--- config.mk ---
export PLATFORM = sky130hd
export DESIGN_NAME = centroid_divider
export DESIGN_NICKNAME = d
export VERILOG_FILES = /design/src/rtl/centroid_divider.sv
export SDC_FILE = /design/constraint.sdc
export NUM_CORES = 1
export LEC_CHECK = 0
export CELL_PAD_IN_SITES_DETAIL_PLACEMENT = 1
export CELL_PAD_IN_SITES_GLOBAL_PLACEMENT = 1
export CORE_MARGIN = 4
export CORE_UTILIZATION = 44
export CTS_CLUSTER_SIZE = 25
export DETAILED_ROUTE_END_ITERATION = 10
export DONT_BUFFER_PORTS = 1
export GPL_TIMING_DRIVEN = 1
export HOLD_SLACK_MARGIN = 0.02
export PLACE_DENSITY = 0.8
export SLEW_MARGIN = 5
export SYNTH_ARGS = -nofsm -noshare
export SYNTH_HDL_FRONTEND = slang
export SYNTH_SLANG_ARGS = --single-unit
--- constraint.sdc ---
create_clock -name clk -period 3.4 [get_ports clk]
set_input_delay 0.34 -clock clk [delete_from_list [all_inputs] [get_ports clk]]
set_output_delay 0.34 -clock clk [all_outputs]
set_load 0.05 [all_outputs]
--- src/rtl/centroid_divider.sv ---
// K-means centroid update: divides three colour sums by a member count with one shared
// restoring divider. Optional round-to-nearest build: define CENTROID_ROUND_EN.
module centroid_divider #(
    parameter int SumWidth   = 26,
    parameter int CountWidth = 14,
    parameter int PixelWidth = 8
) (
    input  logic                  clk,
    input  logic                  reset,
    input  logic                  in_valid,
    output logic                  in_ready,
    input  logic [SumWidth-1:0]   red_sum,
    input  logic [SumWidth-1:0]   green_sum,
    input  logic [SumWidth-1:0]   blue_sum,
    input  logic [CountWidth-1:0] co_sum,
    output logic                  done,
    output logic                  empty,
    output logic [PixelWidth-1:0] red,
    output logic [PixelWidth-1:0] green,
    output logic [PixelWidth-1:0] blue
);

`ifdef CENTROID_ROUND_EN
    localparam int DivWidth = SumWidth + 1;
`else
    localparam int DivWidth = SumWidth;
`endif
    localparam int BitW = $clog2(DivWidth);
    localparam logic [BitW-1:0] BitTop = BitW'(DivWidth - 1);
    localparam logic [BitW-1:0] BitOne = BitW'(1);

    typedef enum logic [1:0] {
        ST_IDLE = 2'd0,
        ST_DIV  = 2'd1,
        ST_DONE = 2'd2
    } state_t;

    // Channel 3 is the commit slot: staged quotients move to the outputs as DONE is entered.
    localparam logic [1:0] ChRed    = 2'd0;
    localparam logic [1:0] ChGreen  = 2'd1;
    localparam logic [1:0] ChBlue   = 2'd2;
    localparam logic [1:0] ChCommit = 2'd3;

    state_t                state_r;
    state_t                state_n;
    logic [1:0]            ch_r;
    logic [BitW-1:0]       bit_r;
    logic [CountWidth-1:0] divisor_r;
    logic [CountWidth:0]   rem_r;
    logic [DivWidth-1:0]   quo_r;
    logic [DivWidth-1:0]   div_red_r;
    logic [DivWidth-1:0]   div_green_r;
    logic [DivWidth-1:0]   div_blue_r;
    logic [PixelWidth-1:0] stage_red_r;
    logic [PixelWidth-1:0] stage_green_r;
    logic [PixelWidth-1:0] stage_blue_r;
    logic [PixelWidth-1:0] red_r;
    logic [PixelWidth-1:0] green_r;
    logic [PixelWidth-1:0] blue_r;
    logic                  empty_r;
    logic                  done_r;
    logic                  in_ready_r;

    logic                  transfer_s;
    logic                  count_zero_s;
    logic [DivWidth-1:0]   cur_div_s;
    logic                  msb_s;
    logic [CountWidth:0]   rem_shift_s;
    logic                  ge_s;
    logic [CountWidth:0]   rem_next_s;
    logic [DivWidth-1:0]   quo_next_s;
    logic [PixelWidth-1:0] sat_s;
    logic                  last_bit_s;
    logic                  stepping_s;

    assign transfer_s   = in_valid && in_ready_r;
    assign count_zero_s = (co_sum == {CountWidth{1'b0}});
    assign stepping_s   = (state_r == ST_DIV) && (ch_r != ChCommit);
    assign last_bit_s   = (bit_r == {BitW{1'b0}});

    // Select the dividend of the channel being divided.
    always_comb begin
        cur_div_s = div_red_r;
        case (ch_r)
            ChRed:   cur_div_s = div_red_r;
            ChGreen: cur_div_s = div_green_r;
            ChBlue:  cur_div_s = div_blue_r;
            default: cur_div_s = div_red_r;
        endcase
    end

    // One restoring step plus saturation of the quotient that step would complete.
    always_comb begin
        msb_s       = cur_div_s[bit_r];
        rem_shift_s = {rem_r[CountWidth-1:0], msb_s};
        ge_s        = (rem_shift_s >= {1'b0, divisor_r});
        if (ge_s) begin
            rem_next_s = rem_shift_s - {1'b0, divisor_r};
        end else begin
            rem_next_s = rem_shift_s;
        end
        quo_next_s = {quo_r[DivWidth-2:0], ge_s};
        if (|quo_next_s[DivWidth-1:PixelWidth]) begin
            sat_s = {PixelWidth{1'b1}};
        end else begin
            sat_s = quo_next_s[PixelWidth-1:0];
        end
    end

    // Next-state logic.
    always_comb begin
        state_n = state_r;
        case (state_r)
            ST_IDLE: begin
                if (transfer_s) begin
                    if (count_zero_s) begin
                        state_n = ST_DONE;
                    end else begin
                        state_n = ST_DIV;
                    end
                end else begin
                    state_n = ST_IDLE;
                end
            end
            ST_DIV: begin
                if (ch_r == ChCommit) begin
                    state_n = ST_DONE;
                end else begin
                    state_n = ST_DIV;
                end
            end
            ST_DONE: state_n = ST_IDLE;
            default: state_n = ST_IDLE;
        endcase
    end

    // State register plus registered handshake/pulse outputs.
    always_ff @(posedge clk or negedge reset) begin
        if (!reset) begin
            state_r    <= ST_IDLE;
            done_r     <= 1'b0;
            in_ready_r <= 1'b1;
        end else begin
            state_r    <= state_n;
            done_r     <= (state_n == ST_DONE);
            in_ready_r <= (state_n == ST_IDLE);
        end
    end

    // Operand capture and the bit-serial divide walk across R, G, B.
    always_ff @(posedge clk or negedge reset) begin
        if (!reset) begin
            ch_r          <= ChRed;
            bit_r         <= {BitW{1'b0}};
            divisor_r     <= {CountWidth{1'b0}};
            rem_r         <= {(CountWidth+1){1'b0}};
            quo_r         <= {DivWidth{1'b0}};
            div_red_r     <= {DivWidth{1'b0}};
            div_green_r   <= {DivWidth{1'b0}};
            div_blue_r    <= {DivWidth{1'b0}};
            stage_red_r   <= {PixelWidth{1'b0}};
            stage_green_r <= {PixelWidth{1'b0}};
            stage_blue_r  <= {PixelWidth{1'b0}};
        end else if ((state_r == ST_IDLE) && transfer_s) begin
            ch_r      <= ChRed;
            bit_r     <= BitTop;
            divisor_r <= co_sum;
            rem_r     <= {(CountWidth+1){1'b0}};
            quo_r     <= {DivWidth{1'b0}};
`ifdef CENTROID_ROUND_EN
            // Adding half the divisor turns the truncating divide into round-to-nearest.
            div_red_r   <= {1'b0, red_sum}   + DivWidth'(co_sum >> 1);
            div_green_r <= {1'b0, green_sum} + DivWidth'(co_sum >> 1);
            div_blue_r  <= {1'b0, blue_sum}  + DivWidth'(co_sum >> 1);
`else
            div_red_r   <= red_sum;
            div_green_r <= green_sum;
            div_blue_r  <= blue_sum;
`endif
        end else if (stepping_s) begin
            if (last_bit_s) begin
                case (ch_r)
                    ChRed:   stage_red_r   <= sat_s;
                    ChGreen: stage_green_r <= sat_s;
                    ChBlue:  stage_blue_r  <= sat_s;
                    default: stage_red_r   <= stage_red_r;
                endcase
                ch_r  <= ch_r + 2'd1;
                bit_r <= BitTop;
                rem_r <= {(CountWidth+1){1'b0}};
                quo_r <= {DivWidth{1'b0}};
            end else begin
                bit_r <= bit_r - BitOne;
                rem_r <= rem_next_s;
                quo_r <= quo_next_s;
            end
        end else begin
            ch_r  <= ch_r;
            bit_r <= bit_r;
        end
    end

    // Result registers: touched only on the edge that enters DONE.
    always_ff @(posedge clk or negedge reset) begin
        if (!reset) begin
            red_r   <= {PixelWidth{1'b0}};
            green_r <= {PixelWidth{1'b0}};
            blue_r  <= {PixelWidth{1'b0}};
            empty_r <= 1'b0;
        end else if ((state_r == ST_IDLE) && transfer_s && count_zero_s) begin
            empty_r <= 1'b1;
        end else if ((state_r == ST_DIV) && (ch_r == ChCommit)) begin
            red_r   <= stage_red_r;
            green_r <= stage_green_r;
            blue_r  <= stage_blue_r;
            empty_r <= 1'b0;
        end else begin
            empty_r <= empty_r;
        end
    end

    assign in_ready = in_ready_r;
    assign done     = done_r;
    assign empty    = empty_r;
    assign red      = red_r;
    assign green    = green_r;
    assign blue     = blue_r;

endmodule

==> flow_metrics.env <==
export IMPL_fill_cells=2169
export IMPL_worst_path_buf_inv=1
export IMPL_synthAdderAreaFrac=0.0293
export IMPL_preCtsSetupSlack_ns=-0.299
export IMPL_timing_critical_path_mode_cell="nand2_1"
export IMPL_fp_coreArea_mm2=0.0196
export IMPL_drtIter0Drc=399
export IMPL_via_per_inst=5.51
export IMPL_drive_gt1_frac=0.156
export IMPL_synthMuxAreaShare=0.0589
export IMPL_whs_ns=-0.405
export IMPL_clockRootBuffer="clkbuf_16"
export IMPL_synth_top_family_by_area="simple AND/OR/NAND/NOR gates"
export IMPL_globalplace_congestion=0.802
export IMPL_period_share=1.05
export IMPL_nets=1089
export IMPL_violations="hold timing, setup timing"
export IMPL_cp_required_ns=3.72
export IMPL_critPathSlowestCell="mux4_2"
export IMPL_max_cap_viol_count=0
export IMPL_cp_max_fo=6
export IMPL_vias=6903
export IMPL_worstPathArrival_ns=3.90
export IMPL_critPathTopFamily="compound AO/OA/AOI/OAI gates"
export IMPL_grt_pass1_wl_um=37700
export IMPL_drc=0
export IMPL_syn_area_mm2=0.00879
export IMPL_clock_path_buffers=2
export IMPL_synthFlopType="dfrtp_1"
export IMPL_grt_antenna_before_repair=0
export IMPL_initial_utilization=0.449
export IMPL_grt_usage=0.213
export IMPL_synth_seq_cells=191
export IMPL_crit_type="register to register"
export IMPL_final_setup_tns_ns=-1.92
export IMPL_grt_pass1_vias=7245
export IMPL_critPathCaptureType="register"
export IMPL_area_growth_pct=21.1
export IMPL_slew_headroom=0.412
export IMPL_ir_drop_mv=0.482
export IMPL_cp_cell_sequence="inv_2 > ha_4 > a22oi_2 > nand2_1 > o21ai_1 > mux4_2 > o2111ai_2 > nand4_1 > ha_2 > fa_2 > nor2b_4 > o21ai_2 > a21oi_2 > o31ai_2 > mux2i_1 > o31ai_1 > nand2_1"
export IMPL_final_instance_count_excl_fill=1253
export IMPL_avgSynthCellArea_um2=9.65
export IMPL_setup_ws_ns=-0.182
export IMPL_dp_hpwl_um=15200
export IMPL_drt_wl_total_um=23700
export IMPL_maxSlewViolCount=0
export IMPL_max_freq_mhz=279
export IMPL_finClkSkew_ns=0.0124
export IMPL_wl_per_cell_um=18.9
export IMPL_cts_sinks=191
export IMPL_synthXorXnorAreaFrac=0.00896
export IMPL_netlist_instances=911
export IMPL_cpPeakStageDelay_ns=0.52
export IMPL_cts_tree="yes"
export IMPL_io_pins=122
export IMPL_hold_viol_final=191
export IMPL_grt_overflow_total=0
export IMPL_die_y_um=149
export IMPL_synth_distinct_cells=60
export IMPL_synth_edff_count=0
export IMPL_dr_pass1_iters=4
export IMPL_cp_start_kind="register"
export IMPL_cts_made_buffers=17
export IMPL_io_buffer_count=0
export IMPL_period_minus_slack_ns=3.58
export IMPL_placedCellCount=1159
export IMPL_synth_nets=1026
export IMPL_die_area_mm2=0.0223
export IMPL_synthSimpleGateAreaFrac=0.192
export IMPL_synth_compound_area_frac=0.133
export IMPL_final_util=0.543
export IMPL_clkLatencyLatePin_ns=0.44
export IMPL_yosysWarnings=0
export IMPL_rsz0062_at_grt="yes"
export IMPL_die_w_um=149
export IMPL_grt_start_max_net_pins=192
export IMPL_yosysSeqAreaShare=0.544
export IMPL_p_leak_nw=5.08
export IMPL_async_flop_share=1.00
export IMPL_powerDensity_mw_per_mm2=1060
export IMPL_clk_pin_slew_worst_paths_ns=0.07
export IMPL_outcome="finished with violations"
export IMPL_setup_violations=18
export IMPL_row_count=51
export IMPL_htree_num_levels=4
export IMPL_drtAntennaViolNets=0
export IMPL_worst_pin_slew_ns=0.881
export IMPL_hp_class="input port to async pin"
metrics by stage:
stage	total power, mW	instance area [µm²]
after floorplan	7.28	8860
after global placement	8.50	9250
after detailed placement	8.73	9250
after CTS	11.1	10500
after global routing	12.1	10600
final	11.3	10600
worst paths after layout:
kind                                      startpoint                           end  slack, ns  depth (start not counted)
setup reg to reg                 ch_r[1]$_DFFE_PN0P_         rem_r[10]$_DFFE_PN0P_      -0.18                         17
setup / recovery                 ch_r[1]$_DFFE_PN0P_         rem_r[10]$_DFFE_PN0P_      -0.18                         17
max in group asynchronous                      reset            in_ready$_DFF_PN1_       3.39                          0
hold reg to reg            div_red_r[16]$_DFFE_PN0P_     div_red_r[16]$_DFFE_PN0P_       0.48                          2
min in group clk                       green_sum[20]   div_green_r[20]$_DFFE_PN0P_       0.03                          2
hold / removal                                 reset  stage_green_r[4]$_DFFE_PN0P_      -0.41                          0
what timing repair did:
action / in CTS / in global routing
setup buffers: 0 / 4
hold endpoints to repair: 246 / 193
hold buffers: 55 / 2
cloned: 1 / 0
pin swaps: 17 / 18
resized for setup: 27 / 21
setup endpoints to repair: 18 / 18
synthesized netlist by cell type (2+ instances only):
master | count | area [µm²]
o21a_1 | 3 | 22.5
a32oi_1 | 5 | 43.8
mux2_2 | 26 | 293
or3_1 | 2 | 12.5
nand3_1 | 6 | 30.0
buf_2 | 11 | 55.1
nor3_1 | 14 | 70.1
mux2i_1 | 9 | 90.1
a221oi_1 | 12 | 105
a211oi_1 | 2 | 15.0
mux4_2 | 6 | 135
nor2_1 | 19 | 71.3
nand4_1 | 4 | 25.0
nor2b_1 | 14 | 87.6
a22oi_1 | 13 | 97.6
ha_1 | 19 | 238
inv_1 | 20 | 75.1
buf_1 | 3 | 11.3
nor4_1 | 7 | 43.8
nand2b_1 | 6 | 37.5
o21ai_0 | 51 | 255
xnor2_1 | 7 | 61.3
o21ai_1 | 12 | 60.1
and2_1 | 3 | 18.8
a21oi_1 | 23 | 115
dfrtp_1 | 190 | 4750
nand2_1 | 317 | 1190
o31ai_1 | 3 | 22.5
a31oi_1 | 5 | 31.3
xor2_1 | 2 | 17.5
a22o_1 | 26 | 228
nand3b_1 | 2 | 15.0
a21o_1 | 6 | 45.0
clkbuf_1 | 37 | 139
report_power, final:
group          switching (mW)  total [mW]  internal, mW
sequential              0.793        3.95          3.16
clock                   0.965        1.97          1.01
combinational            2.92        5.34          2.43
total                    4.68        11.3          6.59
cell usage in the layout, fill, tap and decap left out, types with 7 or more instances in the layout:
cell type      synthesis  layout
a21oi_1               23      17
a221oi_1              12      10
a22o_1                26      26
a22oi_2                0       9
buf_4                  1      30
clkbuf_16              0      17
dfrtp_1              190     190
dlygate4sd3_1          0      57
ha_1                  19      15
inv_1                 20      18
mux2_2                26      26
mux2i_1                9       9
nand2_1              317     316
nor2_1                19      18
nor2b_1               14      12
nor3_1                14      13
nor4_1                 7       7
o21ai_0               51      43
o21ai_1               12      18
xnor2_1                7       7
area by class of cell:
cell class / count / area [µm²] / area share
inverter: 21 / 78.8 / 0.00740
clock inverter: 13 / 123 / 0.0115
antenna: 1 / 2.50 / 0.000235
multi-input combinational: 646 / 3920 / 0.368
tap: 265 / 332 / 0.0311
sequential: 191 / 4780 / 0.449
timing repair buffer: 97 / 960 / 0.0902
clock buffer: 19 / 453 / 0.0425
sequential cells by signal (all words and copies together) (netlist names), 14 cells and up:
name,flops
div_blue_r,26
quo_r,25
divisor_r,14
div_red_r,26
div_green_r,26
rem_r,14
kinds of logic after synthesis:
logic type	after synthesis
xor gates and xnor gates	9
buffers and inverters	74
adders and majority gates	20
DFF	191
and+or+nand+nor	404
muxes	41
AOI/OAI and AO/OA	172
layer usage:
metal / up-vias / part of all wire / track usage
li1: 3229 / - / -
met1: 3480 / 0.43 / 0.277
met2: 152 / 0.50 / 0.363
met3: 42 / 0.041 / 0.0398
met4: 0 / 0.024 / 0.0650
met5: - / 0 / 0
Power figures use the tool's default switching activity.
==> RTL edit 1, RTL diff (same flow settings) <==
Encoding of `state_t`: now one-hot (3 bits for 3 states).
--- a/src/rtl/centroid_divider.sv
+++ b/src/rtl/centroid_divider.sv
@@ -30,8 +30,8 @@
     localparam logic [BitW-1:0] BitOne = BitW'(1);
 
-    typedef enum logic [1:0] {
-        ST_IDLE = 2'd0,
-        ST_DIV  = 2'd1,
-        ST_DONE = 2'd2
+    typedef enum logic [2:0] {
+        ST_IDLE = 3'b001,
+        ST_DIV  = 3'b010,
+        ST_DONE = 3'b100
     } state_t;
 
Formal check against the unedited RTL: same outputs for any inputs over 10 cycles, from zero or initial values and one cycle with reset low; not proved beyond that.
==> RTL edit 1 against the original RTL <==
  * The flow still finishes with violations (hold timing, setup timing)
  * Critical path type unchanged
  * Setup slack worse by 0.42 ns
  * Cell area is 5.4% higher
  * Count of clock-buffer cells in the layout fell by 1
  * Largest power group unchanged
  * Clock skew rose by 0.0037 ns
  * Sequential cell count up 1
  * Synthesized cell count is 0.77% lower
  * Total power decreased by 16%
  * Die area unchanged
  * Area after synthesis is the same
  * Wire length is 17% higher
==> RTL edit 1: results (changes against the original RTL) <==
* Number of global-route vias before repair at 8002 (+10%)
* GRT Overall Usage at 24.24% (+2.9 points)
* Share of cells above drive strength 1 at 19.38% (+3.8 points)
* Layout Nets at 1139 (+4.6%)
* Critical path fanouts, max at 8 (+2)
* Area contributors post-synth: dfrtp_1, nand2_1, mux2_2
* Placed Area at 9344 um^2 (+1.1%)
* Final hold violations at 192 (+0.52%)
* Largest net degree at the start of global routing at 193 (+0.52%)
* DRT Wirelength at 27.64 mm (+17%)
* Dpl cells at 1166 (+0.60%)
* Drt first-iter violations at 550 (+38%)
* Crit path DAT at 4.30 ns (+0.40 ns)
* Seq/Total Area, Yosys at 54.67% (+0.30 points)
* TritonRoute pass-1 iters at 5 (+1)
* Worst hold margin at -0.4083 ns (-0.002777 ns)
* Failing checks: hold timing, setup timing
* HPWL after DPL at 15.56 mm (+2.1%)
* GP Congestion at 0.8519 (+6.3%)
* Net Count, Synth at 1019 (-0.68%)
* WL/cell at 21.21 um (+12%)
* CP max stage cell: dfrtp_1
* Status: finished with violations
* Max Clock Skew at 0.01611 ns (+0.003694 ns)
* Maximum VDD drop at 458.5 uV (-4.9%)
* Post-Synthesis Cells at 904 (-0.77%)
* Final setup fails at 18 (unchanged)
* Pre-CTS WS at -0.5916 ns (-0.2922 ns)
* Synth cell count leaders: nand2_1, dfrtp_1, nor2_1
* Final WS setup at -0.6038 ns (-0.4219 ns)
* Internal at 5.654 mW (-14%)
[RTL edit 1: changes by cell type after synthesis, moves of 7 or more]
cell	unedited run	this run
a211oi_1	2	11
nand2_1	317	280
nor3_1	14	7
nor2_1	19	50
a21oi_1	23	40
o21ai_0	51	36
a221oi_1	12	5
[RTL edit 1: logic make-up after synthesis]
family / share of synthesized area, %
and+or+nand+nor: 17.99
DFF: 54.67
AOI/OAI and AO/OA: 13.87
buffers and inverters: 3.600
muxes: 5.848
adders and majority gates: 2.931
xor gates and xnor gates: 1.096
[RTL edit 1: layer usage]
layer  track usage [%]  part of all wire, %
met1             30.07                   41
met2             41.95                   52
met3             4.923                  4.4
met4             8.924                  3.2
met5                 0                    0
[RTL edit 1: layout make-up]
| class | count | area (um^2) |
|---|---|---|
| antenna | 1 | 2.502 |
| clock buffer | 18 | 429.2 |
| clock inverter | 14 | 165.2 |
| fill | 2105 | 8373 |
| inverter | 23 | 88.84 |
| multi-input combinational | 636 | 3964 |
| sequential | 192 | 4807 |
| tap | 265 | 331.6 |
| timing repair buffer | 154 | 1429 |
[RTL edit 1: what timing repair did]
item,in CTS,in global routing
pin swaps,15,25
setup buffers,26,10
endpoints found under the hold margin,262,193
gates cloned,0,0
hold buffers,70,1
endpoints found under the setup margin,18,18
resized for setup,39,35
[RTL edit 1: path summary, 6_finish.rpt]
kind	start	end	slack, ns	cells past startpoint
max	ch_r[0]	rem_r[8]	-0.60	18
min	reset	divisor_r[9]	-0.41	0
max reg2reg	ch_r[0]	rem_r[8]	-0.60	18
min reg2reg	div_red_r[11]	div_red_r[11]	0.48	2
max in group asynchronous	reset	divisor_r[7]	3.34	0
min in group clk	green_sum[8]	div_green_r[8]	0.02	2
[RTL edit 1: stage by stage]
step                total power, mW  TNS, ns  util [%]  hold WS, ns
floorplan                     5.496  -0.6955         -      0.04441
detailed placement            6.526   -8.161     47.70      0.05912
finish                        9.483   -9.229     57.26      -0.4083
CTS                           9.100   -7.456     56.13      -0.4313
global placement              6.354   -4.400     47.70      0.05819
global route                  10.02   -11.44     57.25      -0.4261
[RTL edit 1: power by group through the flow]
stage | combinational (mW) | sequential [mW] | clock [mW]
6_report | 4.08 | 3.40 | 2.00
5_1_grt | 4.43 | 3.45 | 2.14
4_1_cts | 3.71 | 3.35 | 2.04
3_5_place_dp | 3.14 | 3.39 | 0
3_3_place_gp | 2.99 | 3.36 | 0
2_1_floorplan | 2.29 | 3.21 | 0
[RTL edit 1: critical path: cells and delay by family, from the launching register on]
kind / cells / cell delay (ns)
mux: 1 / 0.18
fa+ha+maj: 2 / 0.45
flops: 1 / 0.44
compound gates: 8 / 1.56
simple gates: 3 / 0.57
buf+inv: 4 / 0.64
==> RTL edit 2, RTL diff (config.mk and constraints unchanged) <==
Without the edit above. The parameter `PixelWidth` goes from 8 to 6.
--- a/src/rtl/centroid_divider.sv
+++ b/src/rtl/centroid_divider.sv
@@ -4,5 +4,5 @@
     parameter int SumWidth   = 26,
     parameter int CountWidth = 14,
-    parameter int PixelWidth = 8
+    parameter int PixelWidth = 6
 ) (
     input  logic                  clk,
Interface: changed (resized blue, green and red); port bits go from 122 to 116. No check against the original RTL was run, so the function may have changed too.
==> RTL edit 2 against the original RTL <==
  * The run still ends with hold timing, setup timing left
  * Core utilization increased by 4.5 points
  * Setup slack got worse by 0.27 ns
  * Clock skew increased by 0.0034 ns
  * Die area decreased by 5.4%
  * Sequential cell count decreased by 12
  * Fmax decreased by 7.1%
  * Sequential share of layout area decreased by 3.2 points
  * Cell area increased by 1.0%
  * Area after synthesis decreased by 5.7%
  * Critical path type unchanged
  * Synthesized cell count decreased by 3.1%
  * Clock power increased by 7%
  * First-iteration DRC count increased by 18%
  * Total power increased by 5.8%
  * Wire length increased by 16%
==> RTL edit 2: results (changes against the original RTL) <==
* Worst hold margin at -0.4128 ns (-0.007277 ns)
* Max Clock Skew at 0.01586 ns (+0.003442 ns)
* Multi-input gates at 627 (-2.9%)
* Final WS setup at -0.4549 ns (-0.2730 ns)
* Net Count, Synth at 998 (-2.7%)
* Diodes inserted at 0 (-1)
* GRT Overall Usage at 24.70% (+3.4 points)
* Leak at 5.063 nW (-0.31%)
* Status: finished with violations
* Setup bufs post-CTS at 10 (+10)
* Hold-fix buffers, CTS at 69 (+25%)
* Final setup fails at 18 (unchanged)
* Critical path fanouts, max at 7 (+1)
* Resize count post-CTS at 55 (+100%)
* Final core occ at 58.87% (+4.5 points)
* Share of cells above drive strength 1 at 18.95% (+3.3 points)
* Setup_tns at -5.670 ns (-3.750 ns)
* First-pass GRT wire length at 41.65 mm (+11%)
* Yosys cell types at 53 (-12%)
* ClkCell Share at 5.956% (+0.55 points)
* Fillers at 1966 (-9.4%)
* Placed Area at 8693 um^2 (-6.0%)
* Final hold violations at 179 (-6.3%)
* Non-clk buf share at 12.70% (+3.7 points)
* Post-Synthesis Cells at 883 (-3.1%)
* WL/cell at 22.51 um (+19%)
* Inverters at 23 (+9.5%)
* GP Congestion at 0.8974 (+12%)
* Synth cell count leaders: nand2_1, dfrtp_1, o21ai_0
* Failing checks: hold timing, setup timing
RTL edit 2: cell count changes after synthesis, moves of 8 or more:
cell      unedited run  this run
o21ai_1             12         0
dfrtp_1            190       178
mux2_2              26        18
nand2_1            317       303
a221oi_1            12         3
nor2b_1             14         4
a211oi_1             2        16
nor2_1              19        42
RTL edit 2: layer usage:
layer  global-route usage [%]  wire length, um
met1                    29.24            10570
met2                    44.66            14560
met3                    4.178             1033
met4                    9.972             1206
met5                        0                0
RTL edit 2: worst max-delay path, stage by stage, from the launching register on:
cell,delay (ns)
dfrtp_1,0.40
inv_2,0.09
buf_12,0.13
ha_4,0.39
buf_12,0.16
nor2_1,0.10
a211oi_4,0.23
nor3_2,0.08
o311ai_2,0.35
o221ai_4,0.20
ha_4,0.32
nand4_1,0.13
nor3_2,0.17
nor4_2,0.08
a31oi_4,0.26
buf_6,0.18
buf_6,0.12
mux2i_1,0.23
o21ai_1,0.09
RTL edit 2: kinds of logic (layout without fill, tap and decap cells):
| family | after synthesis | after routing | share of synthesized area (%) |
|---|---|---|---|
| buffers and inverters | 77 | 181 | 3.876 |
| AOI/OAI and AO/OA | 171 | 171 | 13.98 |
| DFF | 179 | 179 | 54.01 |
| muxes | 32 | 32 | 4.585 |
| adders and majority gates | 20 | 20 | 3.107 |
| and+or+nand+nor | 392 | 392 | 19.17 |
| xor gates and xnor gates | 12 | 12 | 1.267 |
RTL edit 2: power by group through the flow:
stage               logic, mW  registers [mW]  clock network, mW
floorplan                3.13            3.48                  0
global placement         4.13            3.71                  0
detailed placement       4.33            3.73                  0
CTS                      5.08            3.73               2.12
global route             6.53            3.86               2.22
finish                   6.04            3.78               2.10
